## src/rtl/alu_backend_responder_if.sv

```systemverilog
// Start/busy/done backend bus between the routing front-end (master) and a responder (slave).
interface alu_backend_responder_if;
  logic        start;
  logic [3:0]  opcode;
  logic [15:0] a;
  logic [15:0] b;
  logic        busy;
  logic        done;
  logic [31:0] result;
  logic [3:0]  q_level;
  logic        overflow;

  modport master (output start, opcode, a, b,
                  input  busy, done, result, q_level, overflow);
  modport slave  (input  start, opcode, a, b,
                  output busy, done, result, q_level, overflow);
endinterface

```

## src/rtl/alu_backend_responder.sv

```systemverilog
// Queued ALU responder with per-opcode-class latency on the start/busy/done protocol.
// Optional done/stall performance counters are enabled by defining ALU_RESP_PERF_CNT_EN.
`ifndef OP_BIN_MUL
`define OP_BIN_MUL 4'd2
`endif
`ifndef OP_DEC_MUL10
`define OP_DEC_MUL10 4'd6
`endif

module alu_backend_responder #(
  parameter int LAT_BIN = 1,
  parameter int LAT_DEC = 8,
  parameter int LAT_DUO = 6,
  parameter int QDEPTH  = 2
) (
  input  logic clk,
  input  logic rst,
  alu_backend_responder_if.slave bus
`ifdef ALU_RESP_PERF_CNT_EN
  ,
  output logic [15:0] done_count,
  output logic [15:0] stall_count
`endif
);

  // A zero latency would never produce a done, so it is promoted to one cycle.
  localparam logic [15:0] L_BIN = (LAT_BIN < 1) ? 16'd1 : 16'(LAT_BIN);
  localparam logic [15:0] L_DEC = (LAT_DEC < 1) ? 16'd1 : 16'(LAT_DEC);
  localparam logic [15:0] L_DUO = (LAT_DUO < 1) ? 16'd1 : 16'(LAT_DUO);

  typedef enum logic {IDLE, RUN} state_t;

  state_t      state, state_next;
  logic [15:0] cnt;
  logic [31:0] job_res;
  logic [31:0] last_res;
  logic        overflow_q;

  logic [35:0] fifo_mem [8];
  logic [2:0]  rd_ptr, wr_ptr;
  logic [3:0]  count;

  logic        job_done, q_empty, q_full;
  logic        accept_direct, pop, push, drop, load;
  logic [35:0] head;
  logic [3:0]  load_op;
  logic [15:0] load_a, load_b;

  function automatic logic [15:0] job_latency(input logic [3:0] op);
    if (op <= `OP_BIN_MUL)        return L_BIN;
    else if (op <= `OP_DEC_MUL10) return L_DEC;
    else                          return L_DUO;
  endfunction

  function automatic logic [31:0] alu_eval(input logic [3:0] op, input logic [15:0] x,
                                           input logic [15:0] y);
    case (op[1:0])
      2'd0:    return {16'h0, x} + {16'h0, y};
      2'd1:    return {16'h0, x} - {16'h0, y};
      2'd2:    return {16'h0, x} * {16'h0, y};
      default: return {x, y};
    endcase
  endfunction

  function automatic logic [2:0] ptr_next(input logic [2:0] p);
    return (p == 3'(QDEPTH - 1)) ? 3'd0 : p + 3'd1;
  endfunction

  assign job_done = (state == RUN) && (cnt == 16'd1);
  assign q_empty  = (count == 4'd0);
  assign q_full   = (count == 4'(QDEPTH));
  assign head     = fifo_mem[rd_ptr];

  // In the done cycle the queue head has priority; a fresh start only goes direct when nothing waits.
  assign pop           = job_done && !q_empty;
  assign accept_direct = bus.start && ((state == IDLE) || (job_done && q_empty));
  assign push          = bus.start && (state == RUN) && !(job_done && q_empty) && (!q_full || pop);
  assign drop          = bus.start && (state == RUN) && !(job_done && q_empty) && q_full && !pop;
  assign load          = pop || accept_direct;
  assign load_op       = pop ? head[35:32] : bus.opcode;
  assign load_a        = pop ? head[31:16] : bus.a;
  assign load_b        = pop ? head[15:0]  : bus.b;

  always_ff @(posedge clk) begin
    if (rst) state <= IDLE;
    else     state <= state_next;
  end

  always_comb begin
    state_next = state;
    case (state)
      IDLE:    if (bus.start) state_next = RUN;
      RUN:     if (job_done && !load) state_next = IDLE;
      default: state_next = IDLE;
    endcase
  end

  always_comb begin
    bus.busy     = (state == RUN);
    bus.done     = job_done;
    bus.result   = job_done ? job_res : last_res;
    bus.q_level  = count;
    bus.overflow = overflow_q;
  end

  // The result is computed at acceptance so later operand changes cannot disturb the job.
  always_ff @(posedge clk) begin
    if (rst) begin
      cnt        <= 16'd0;
      job_res    <= 32'd0;
      last_res   <= 32'd0;
      rd_ptr     <= 3'd0;
      wr_ptr     <= 3'd0;
      count      <= 4'd0;
      overflow_q <= 1'b0;
    end else begin
      if (load) begin
        cnt     <= job_latency(load_op);
        job_res <= alu_eval(load_op, load_a, load_b);
      end else if (state == RUN) begin
        cnt <= cnt - 16'd1;
      end
      if (job_done) last_res <= job_res;
      if (push)     wr_ptr   <= ptr_next(wr_ptr);
      if (pop)      rd_ptr   <= ptr_next(rd_ptr);
      case ({push, pop})
        2'b10:   count <= count + 4'd1;
        2'b01:   count <= count - 4'd1;
        default: count <= count;
      endcase
      if (drop) overflow_q <= 1'b1;
    end
  end

  always_ff @(posedge clk) begin
    if (push) fifo_mem[wr_ptr] <= {bus.opcode, bus.a, bus.b};
  end

`ifdef ALU_RESP_PERF_CNT_EN
  always_ff @(posedge clk) begin
    if (rst) begin
      done_count  <= 16'd0;
      stall_count <= 16'd0;
    end else begin
      if (job_done && (done_count != 16'hFFFF))    done_count  <= done_count + 16'd1;
      if (!q_empty && (stall_count != 16'hFFFF))   stall_count <= stall_count + 16'd1;
    end
  end
`endif

endmodule

```

## src/flat_wrapper.sv

```systemverilog
// flat-port wrapper written by rule: the top's interface ports become plain ports
module alu_backend_responder_flat 
#(
  parameter int LAT_BIN = 1,
  parameter int LAT_DEC = 8,
  parameter int LAT_DUO = 6,
  parameter int QDEPTH  = 2
)
  (clk, rst, bus_start, bus_opcode, bus_a, bus_b, bus_busy, bus_done, bus_result, bus_q_level, bus_overflow);
  alu_backend_responder_if bus_i ();
  input  logic clk;
  input  logic rst;
  input wire logic [$bits(bus_i.start)-1:0] bus_start;
  input wire logic [$bits(bus_i.opcode)-1:0] bus_opcode;
  input wire logic [$bits(bus_i.a)-1:0] bus_a;
  input wire logic [$bits(bus_i.b)-1:0] bus_b;
  output wire logic [$bits(bus_i.busy)-1:0] bus_busy;
  output wire logic [$bits(bus_i.done)-1:0] bus_done;
  output wire logic [$bits(bus_i.result)-1:0] bus_result;
  output wire logic [$bits(bus_i.q_level)-1:0] bus_q_level;
  output wire logic [$bits(bus_i.overflow)-1:0] bus_overflow;
  assign bus_i.start = bus_start;
  assign bus_i.opcode = bus_opcode;
  assign bus_i.a = bus_a;
  assign bus_i.b = bus_b;
  assign bus_busy = bus_i.busy;
  assign bus_done = bus_i.done;
  assign bus_result = bus_i.result;
  assign bus_q_level = bus_i.q_level;
  assign bus_overflow = bus_i.overflow;
  alu_backend_responder #(.LAT_BIN(LAT_BIN), .LAT_DEC(LAT_DEC), .LAT_DUO(LAT_DUO), .QDEPTH(QDEPTH)) u_core (.clk(clk), .rst(rst), .bus(bus_i));
endmodule
```

## config.mk

```make
export PLATFORM = sky130hd
export DESIGN_NAME = alu_backend_responder_flat
export DESIGN_NICKNAME = d
export VERILOG_FILES = /design/src/rtl/alu_backend_responder_if.sv /design/src/rtl/alu_backend_responder.sv /design/src/flat_wrapper.sv
export SDC_FILE = /design/constraint.sdc
export NUM_CORES = 1
export LEC_CHECK = 0
export CELL_PAD_IN_SITES_DETAIL_PLACEMENT = 0
export CELL_PAD_IN_SITES_GLOBAL_PLACEMENT = 1
export CORE_MARGIN = 10
export CORE_UTILIZATION = 34
export CTS_BUF_LIST = sky130_fd_sc_hd__clkbuf_8
export CTS_CLUSTER_SIZE = 28
export DETAILED_ROUTE_END_ITERATION = 6
export DONT_BUFFER_PORTS = 1
export PLACE_DENSITY = 0.54
export SYNTH_ARGS = -nofsm -noshare
export SYNTH_HDL_FRONTEND = slang
export SYNTH_SLANG_ARGS = --single-unit
```

## constraint.sdc

```tcl
create_clock -name clk -period 13.4 [get_ports clk]
set_input_delay 2.68 -clock clk [delete_from_list [all_inputs] [get_ports clk]]
set_output_delay 2.68 -clock clk [all_outputs]
set_load 0.005 [all_outputs]
```

== Word level (Yosys, flattened, before mapping) ==
Memory sizes are Yosys's and may differ from the RTL's. A register that Yosys moved wholly into a read port is not among the register bits.
Cells that the tools add are included.

* Output and inout bits: 39
* Memory bits (writable): 288
* Input bits: 39
* Logic and storage cells: 69
* Register bits after elaboration: 92
* Memories: 1

* $add $sub $neg: 7
* Equality and inequality tests: 8
* Multiplexer cells: 19
* Bitwise logic cells: 1
* Reductions and logical operators: 22
* $mul: 1
* Order comparisons: 2

{| class="wikitable"
|+ Memories
! memory !! words !! width !! read ports !! clocked after memory_dff !! wr ports !! line !! RTL
|-
| u_core.fifo_mem || 8 || 36 || 1 || 1 || 1 || alu_backend_responder.sv:39 || <nowiki>logic [35:0] fifo_mem [8];</nowiki>
|}

{| class="wikitable"
|+ Operator list
! kind !! number
|-
| case mux 32 bit (3 select lines) || 1
|-
| 2-to-1 mux 16 bit || 5
|-
| multiplier 16 x 16 -> 32 bit || 1
|-
| 2-to-1 mux 32 bit || 1
|-
| adder 16 x 16 -> 17 bit || 1
|-
| subtractor 16 x 16 -> 17 bit || 1
|-
| == test 16 x 1 -> 1 bit (second input constant) || 1
|-
| subtractor 16 x 1 -> 16 bit (second input constant) || 1
|-
| 2-to-1 mux 3 bit || 4
|-
| logical AND 1 bit || 10
|-
| 2-to-1 mux 4 bit || 2
|-
| case mux 4 bit (2 select lines) || 1
|-
| adder 3 x 1 -> 3 bit (second input constant) || 2
|-
| == test 3 x 1 -> 1 bit (second input constant) || 2
|-
| logical NOT 1 bit || 5
|-
| adder 4 x 1 -> 4 bit (second input constant) || 1
|-
| == test 2 x 1 -> 1 bit (second input constant) || 2
|-
| == test 2 bit (second input constant) || 2
|-
| == test 4 x 2 -> 1 bit (second input constant) || 1
|-
| less-or-equal comparator 4 x 2 -> 1 bit (second input constant) || 1
|-
| less-or-equal comparator 4 x 3 -> 1 bit (second input constant) || 1
|-
| logical NOT 4 bit || 1
|-
| 2-to-1 mux 1 bit || 4
|-
| nonzero test 2 bit || 2
|-
| 5 further kinds || 7
|}

== Depth between registers and ports, before layout ==
* Word-level depth: 10
* Mapped depth: 34
* Depth with buffers taken out: 29

== Worst setup path before layout ==
OpenSTA, ideal clock, no wires.

* Path kind: in2reg
* From: in bus_a[7]
* To: reg u_core.job_res[19]
* Path slack: 4.530 ns
* Data required time: 13.314 ns
* Arrival time: 8.784 ns
* Buffers on the path: 2
* Setup time: 0.086 ns
* Cell stages on the path: 25
* Path through: mux2i_1 > inv_1 > clkbuf_1 > ha_1 > inv_1 > fa_1 > inv_1 > fa_1 > inv_1 > fa_1 > inv_1 > fa_1 > fa_1 > inv_1 > fa_1 > inv_1 > ha_1 > clkbuf_1 > a21oi_1 > or3b_1 > o2111ai_1 > a21boi_0 > o21ai_0 > or3b_2 > a211oi_1

* Word-level cells in the longest chain between the ends: 3
* Elaborated cells on any way between the ends: 4
* Classes of those cells: add/sub (1); mul (1); mux (2)

{| class="wikitable"
|+ Ends and longest elaborated chain
! element !! line !! RTL
|-
| start: declaration || flat_wrapper.sv:15 || <nowiki>input wire logic [$bits(bus_i.a)-1:0] bus_a;</nowiki>
|-
| 2-to-1 mux 16 bit (*) || alu_backend_responder.sv:81 || <nowiki>assign load_a = pop ? head[31:16] : bus.a;</nowiki>
|-
| multiplier 16 x 16 -> 32 bit / subtractor 16 x 16 -> 17 bit (equally long branches) || alu_backend_responder.sv:60, alu_backend_responder.sv:59 ||
|-
| case mux 32 bit (3 select lines) (*) || alu_backend_responder.sv:57 || <nowiki>case (op[1:0])</nowiki>
|-
| end signal: assignment || alu_backend_responder.sv:119 || <nowiki>job_res <= alu_eval(load_op, load_a, load_b);</nowiki>
|-
| end: declaration || alu_backend_responder.sv:35 || <nowiki>logic [31:0] job_res;</nowiki>
|}

Mark *: on every way between the ends. The rest lies on a longest branch, timed or not.
A chain may end at the register's enable or synchronous reset.

==> results.tsv <==
metric	value	unit
required	13.97	ns
ys.flop_type	edfxtp_1	
rsz0062_at_grt	false	
power.density	211.8	mW/mm²
die_y	294.1	µm
antenna_cells	0	
routed-via-count	17420	
async_reset_ff_frac	0	
die_area	0.08651	mm²
cts-resized-gates	0	
grt_usage	0.1868	
first_pass_iters	7	
ys_warn_count	0	
fin_skew	0.03234	ns
r2r-end	u_core.job_res[19]	
hold_ws	0.4471	ns
finalCriticalPeriod	9.589	ns
crit_path_max_fanout	38	
layout-drive-gt1-share	0.1271	
postCtsSetupBuffers	0	
synthToLayoutAreaGrowth	9.736	%
gr-total-overflow	0	
seq_area_frac_synth	0.4129	
place_area	0.02676	mm²
slew_violations	0	
startpoint_type	flip-flop	
wire_per_inst	24.19	µm
whs_endpoint	u_core.job_res[0]	
finalCritPeriodShare	0.7156	
start_util	0.3432	
synth_area	0.02555	mm²
p_leak	11.18	nW
syn_inst	2293	
gp_congestion	0.8618	
clk_pin_slew	0.06	ns
hold_depth	2	
grt_pass1_vias	18160	
grt_max_degree	73	
syn_nets	2669	
place_hpwl	56340	µm
ys_ff_latch	383	
fillers	7270	
final_cells	3329	
cts_buffer_depth	3	
most-common-layout-cells	nand2_1, inv_1, edfxtp_1, nor2_1, fa_1	
h-tree-depth	3	
end_kind	flip-flop	
dp_cells	3211	
wirelength	80530	µm
ir_drop	179.0	µV
multiInputGateArea	0.01354	mm²
synth-edff-count	288	
antenna_found_initial	0	
route.detailed.drc	0	
hold_start	u_core.job_res[0]	
nets	2689	
synth.avg_cell_area	11.14	µm²
final-hold-violation-count	0	
cts_tree	yes	
final_common_cell	nand2_1	
placementRows	100	
power.total	5.937	mW
io_pins	78	
clk_latency	0.66	ns
viasPerCell	5.234	
cp.arrival	10.16	ns
root_buffer	clkbuf_8	
maxCapViolations	0	
cts-buffers-inserted	69	
postRouteAntennaNets	0	
seq_area	0.01056	mm²
finish.instance_area	0.02804	mm²
path_class	flip-flop to flip-flop	
grt_first_pass_wirelength	120700	µm
cts_hold_buf	0	
max_slew_margin	0.3194	
r2r_slack	3.81	ns
r2r_cells	26	
clkSinkCount	383	
max_clock_freq	104.3	MHz
synth_cell_types	90	
drtIter0Drc	989	
design.core.area	0.07445	mm²
worst_slew_pin_slew	1.018	ns
die_w	294.1	µm
numPortBuffers	0	
finalSetupViolations	0	
status	complete, no violations	
min-delay-path-class	flip-flop to flip-flop	
finalSetupTns	0	ns
==> state kept, by name, summed over array words and instances, names as in the netlist, named ones only <==
signal,flops
u_core.job_res,32
u_core.wr_ptr,3
u_core.bus.q_level,4
u_core.cnt,16
u_core.last_res,32
u_core.rd_ptr,3
u_core.bus.busy,1
u_core.bus.overflow,1
u_core.fifo_mem,288
==> cells in the mapped netlist, drive strengths merged, types with 6 or more instances <==
cell,instances,area (µm²)
a2111oi,8,102.6
a211oi,15,112.6
a21o,10,75.07
a21oi,102,514.2
a221oi,6,52.55
a31oi,8,50.05
and3,7,43.79
buf,45,246.5
clkbuf,53,198.9
dfxtp,95,1902
edfxtp,288,8648
fa,197,3944
ha,140,1752
inv,286,1074
mux2,35,394.1
mux2i,20,220.2
mux4,72,1622
nand2,357,1340
nand2b,10,62.56
nand3,22,115.1
nand3b,6,45.04
nand4,7,43.79
nor2,205,784.5
nor2b,12,75.07
nor3,35,175.2
nor3b,6,67.57
nor4,9,77.57
o211ai,11,82.58
o21ai,67,346.6
o21bai,7,52.55
o221a,6,76.32
o31ai,6,45.04
or3,9,56.30
xnor2,37,324.1
xor2,21,183.9
==> final cells by class <==
class                   count  share of cell area
clock buffers              72             0.03535
clock inverters            46             0.01026
inverters                 291             0.03896
multi-input cells        1521              0.4830
flip-flops and latches    383              0.3766
well taps                 969             0.04325
repair buffers             47             0.01259
==> routing by layer <==
| layer | routed length (µm) | GRT usage | vias up |
|---|---|---|---|
| li1 | - | - | 7907 |
| met1 | 37510 | 0.2562 | 9003 |
| met2 | 38020 | 0.3078 | 421 |
| met3 | 3478 | 0.02821 | 93 |
| met4 | 1522 | 0.04207 | 0 |
| met5 | 0 | 0 | - |
==> kinds of logic (layout without fill, tap and decap cells) <==
kind of cell,count (synthesis),in the layout,share of synthesized area
DFF,383,383,0.4129
and+or+nand+nor,701,701,0.1177
xor gates and xnor gates,58,58,0.01988
muxes,127,127,0.08752
buffers and inverters,389,456,0.06019
AOI/OAI and AO/OA,298,298,0.07880
adders and majority gates,337,337,0.2229
==> where the power goes <==
part           switching [mW]  leakage, nW  total [mW]  internal, mW
combinational            2.23         7.11        3.56          1.33
clock                   0.509        0.706        1.04         0.527
sequential             0.0259         3.37        1.33          1.31
==> critical path, cell delays in order (launching register included) <==
cell and delay [ns]:
dfxtp_4 0.88, buf_4 0.71, mux4_2 0.58, mux2_2 0.27, mux2i_1 0.65, inv_1 0.44
ha_1 0.37, inv_1 0.21, fa_1 0.20, inv_1 0.05, fa_1 0.50, inv_1 0.05
fa_1 0.53, inv_1 0.05, fa_1 0.38, fa_1 0.51, inv_1 0.05, fa_1 0.48
inv_1 0.05, ha_1 0.40, a21oi_1 0.41, or3b_1 0.39, o2111ai_1 0.24, a21boi_0 0.15
o21ai_0 0.16, or3b_2 0.45, a211oi_1 0.22
==> metrics by stage <==
stage | setup WS [ns] | util
final | 3.811 | 0.3766
after global routing | 3.060 | 0.3766
after CTS | 3.713 | 0.3766
after detailed placement | 3.604 | 0.3594
after global placement | 3.740 | 0.3594
after floorplan | 4.530 | -
==> worst max path at each step <==
| stage | startpoint | to | slack, ns | cells after the start |
|---|---|---|---|---|
| 3_3_place_gp | bus_a[6] | u_core.job_res[27] | 3.74 | 22 |
| 4_1_cts | flip-flop | u_core.job_res[27] | 3.71 | 27 |
| 2_1_floorplan | bus_a[7] | u_core.job_res[19] | 4.53 | 25 |
| 5_1_grt | flip-flop | u_core.job_res[27] | 3.06 | 27 |
| 3_5_place_dp | bus_a[6] | u_core.job_res[27] | 3.60 | 22 |
| 6_report | flip-flop | u_core.job_res[19] | 3.81 | 26 |
No activity file was read; power rests on OpenSTA's default activity.
==> patch: new RTL, same flow settings <==
`LAT_DEC` is set to 8 in 2 places; all go to 7.
--- a/src/rtl/alu_backend_responder.sv
+++ b/src/rtl/alu_backend_responder.sv
@@ -9,7 +9,7 @@
 
 module alu_backend_responder #(
   parameter int LAT_BIN = 1,
-  parameter int LAT_DEC = 8,
+  parameter int LAT_DEC = 7,
   parameter int LAT_DUO = 6,
   parameter int QDEPTH  = 2
 ) (
--- a/src/flat_wrapper.sv
+++ b/src/flat_wrapper.sv
@@ -2,7 +2,7 @@
 module alu_backend_responder_flat 
 #(
   parameter int LAT_BIN = 1,
-  parameter int LAT_DEC = 8,
+  parameter int LAT_DEC = 7,
   parameter int LAT_DUO = 6,
   parameter int QDEPTH  = 2
 )
Check against the original RTL: not settled (the Yosys comparison gave no result); the edit may change what the design does.
==> patch against the unedited design <==
Wire length decreased by 2.3%. Worst setup slack better by 0.33 ns. Critical endpoint is now u_core.job_res[31]$_SDFFE_PP0N_. Critical path type unchanged. Power increased by 6.7%. Global-route usage shrank 0.37 points. Area after synthesis is 0.82% lower. Sequential cell count is the same. Worst hold slack improved by 0.0030 ns. Final area shrank 0.69%. Sequential share of layout area up 0.26 points.
==> patch: results (changes against the unedited design) <==
Clock buf/inv share 4.65% (+0.085 points); adder-cell area share of the yosys netlist 22.5% (+0.18 points); clk buf depth 3 (unchanged); clk_skew 0.0528 ns (+0.0205 ns); syn nets 2639 (-1.1%); GP Congestion 0.887 (+2.9%); Non-clock buffers 46 (-2.1%); Fillers 7388 (+1.6%); Worst path max stage delay 0.65 ns (-0.23 ns); total global-route track usage 18.3% (-0.37 points); CP Max Fanout 33 (-13%); Top delay family on crit path adder cells; clock buffer count 75 (+4.2%); post-synthesis sequential area ratio 41.6% (+0.34 points); Buffers on Ports 0 (unchanged); share of cells above drive strength 1 12.0% (-0.75 points); clock insertion delay at the later pin of the skew report 0.65 ns; first-pass GRT wire length 117000 um (-2.9%); Largest regs u_core.fifo_mem: 288 flops, u_core.job_res: 32 flops, u_core.last_res: 32 flops; Area contributors post-synth edfxtp_1 34%, fa_1 16%, dfxtp_1 7.5%; number of H-tree levels 3 (unchanged); pwr dens 227 nW/um^2 (+7.4%); DRT iter0 DRCs 919 (-7.1%); number of synthesized flops with an enable pin 288 (unchanged); Primary FF master, synth edfxtp_1; Final nets 2660 (-1.1%); Pleak 11.2 nW (about the same); Synth Area in XOR/XNOR 2.11% (+0.12 points); post-DP HPWL 56700 um (+0.70%); Rel. slew slack 25.7% (-6.2 points); Non-clock buffering overhead 1.24% (-0.018 points); initial antenna violation count 4 (+4); multi-input gate count 1486 (-2.3%); library cells used by synthesis 84 (-6.7%); post_cts resized 0 (unchanged); Inverters 298 (+2.4%); Setup Buffers After CTS 0 (unchanged); largest net degree at the start of global routing 65 (-11%); Worst Path Arrival 9.81 ns (-0.35 ns); HP Class reg2reg; CTS clk-pin slew, worst paths 0.06 ns (about the same); clock buffer count from CTS 69 (unchanged); post-place instance area 26500 um^2 (-0.79%); pre-CTS setup slack 3.73 ns (+0.121 ns); Antenna Cells 2 (+2); routed wire length 78700 um (-2.3%); slowest CP cell dfxtp_1; vias per inst 5.17 (-1.2%); Peak VDD IR 0.273 mV (+52%); drt pass-1 iters 5 (-2); Synth Warn # 0 (unchanged); status complete, no violations; vias in the first global route 18200 (+0.19%); Clk Tree Root Cell clkbuf_8; Synth Area in Compound Gates 8.46% (+0.58 points); Commonest cells post-synth 346 x nand2_1, 289 x inv_1, 288 x edfxtp_1; Seq area share 37.9% (+0.26 points); multi-input gate share of total cell area 47.8% (-0.50 points); post-synthesis mux area share 8.54% (-0.21 points); Synth Register Bits 383 (unchanged)
## patch: changes by cell type in the layout (fill, tap and decap cells not counted), moves of 7 or more
cell	delta
inv_1	+17
a21o_1	+14
nor2_1	-13
nor3_1	-12
nand2_1	-11
o21a_1	+10
mux2_2	-9
mux2i_1	+9
nor2b_1	-9
a31oi_1	+8
clkinv_1	-7
nand3_1	-7
## patch: routing by layer
layer	global-route usage, %	vias up	wire [um]
met5	0	-	13
met3	4.85	106	5330
met1	23.6	8723	34100
li1	-	7814	-
met4	5.09	2	1720
met2	30.0	443	37600
## patch: power breakdown
group / switching [W] / internal (W)
combinational: 0.00244 / 0.00152
sequential: 0.0000245 / 0.00131
clock: 0.000481 / 0.000555
total: 0.00294 / 0.00339
## patch: through the flow
step	instances	hold slack [ns]	total power [W]
after global routing	3302	0.465	0.00686
after global placement	3182	0.440	0.00537
after CTS	3302	0.453	0.00643
after floorplan	2263	0.415	0.00414
after detailed placement	3182	0.445	0.00534
final	3304	0.450	0.00633
## patch: logic make-up after synthesis
kind of cell,Yosys count
simple gates,642
buf+inv,394
flops,383
fa+ha+maj,337
compound gates,324
mux,122
xor+xnor,61
## patch: final timing paths
path,from,end,slack [ns],depth (start not counted)
max reg2reg,u_core.bus.busy$_SDFF_PP0_,u_core.job_res[31]$_SDFFE_PP0N_,4.14,28
min,u_core.job_res[11]$_SDFFE_PP0N_,u_core.last_res[11]$_SDFF_PP0_,0.45,2
min reg2reg,u_core.job_res[11]$_SDFFE_PP0N_,u_core.last_res[11]$_SDFF_PP0_,0.45,2
max,u_core.bus.busy$_SDFF_PP0_,u_core.job_res[31]$_SDFFE_PP0N_,4.14,28
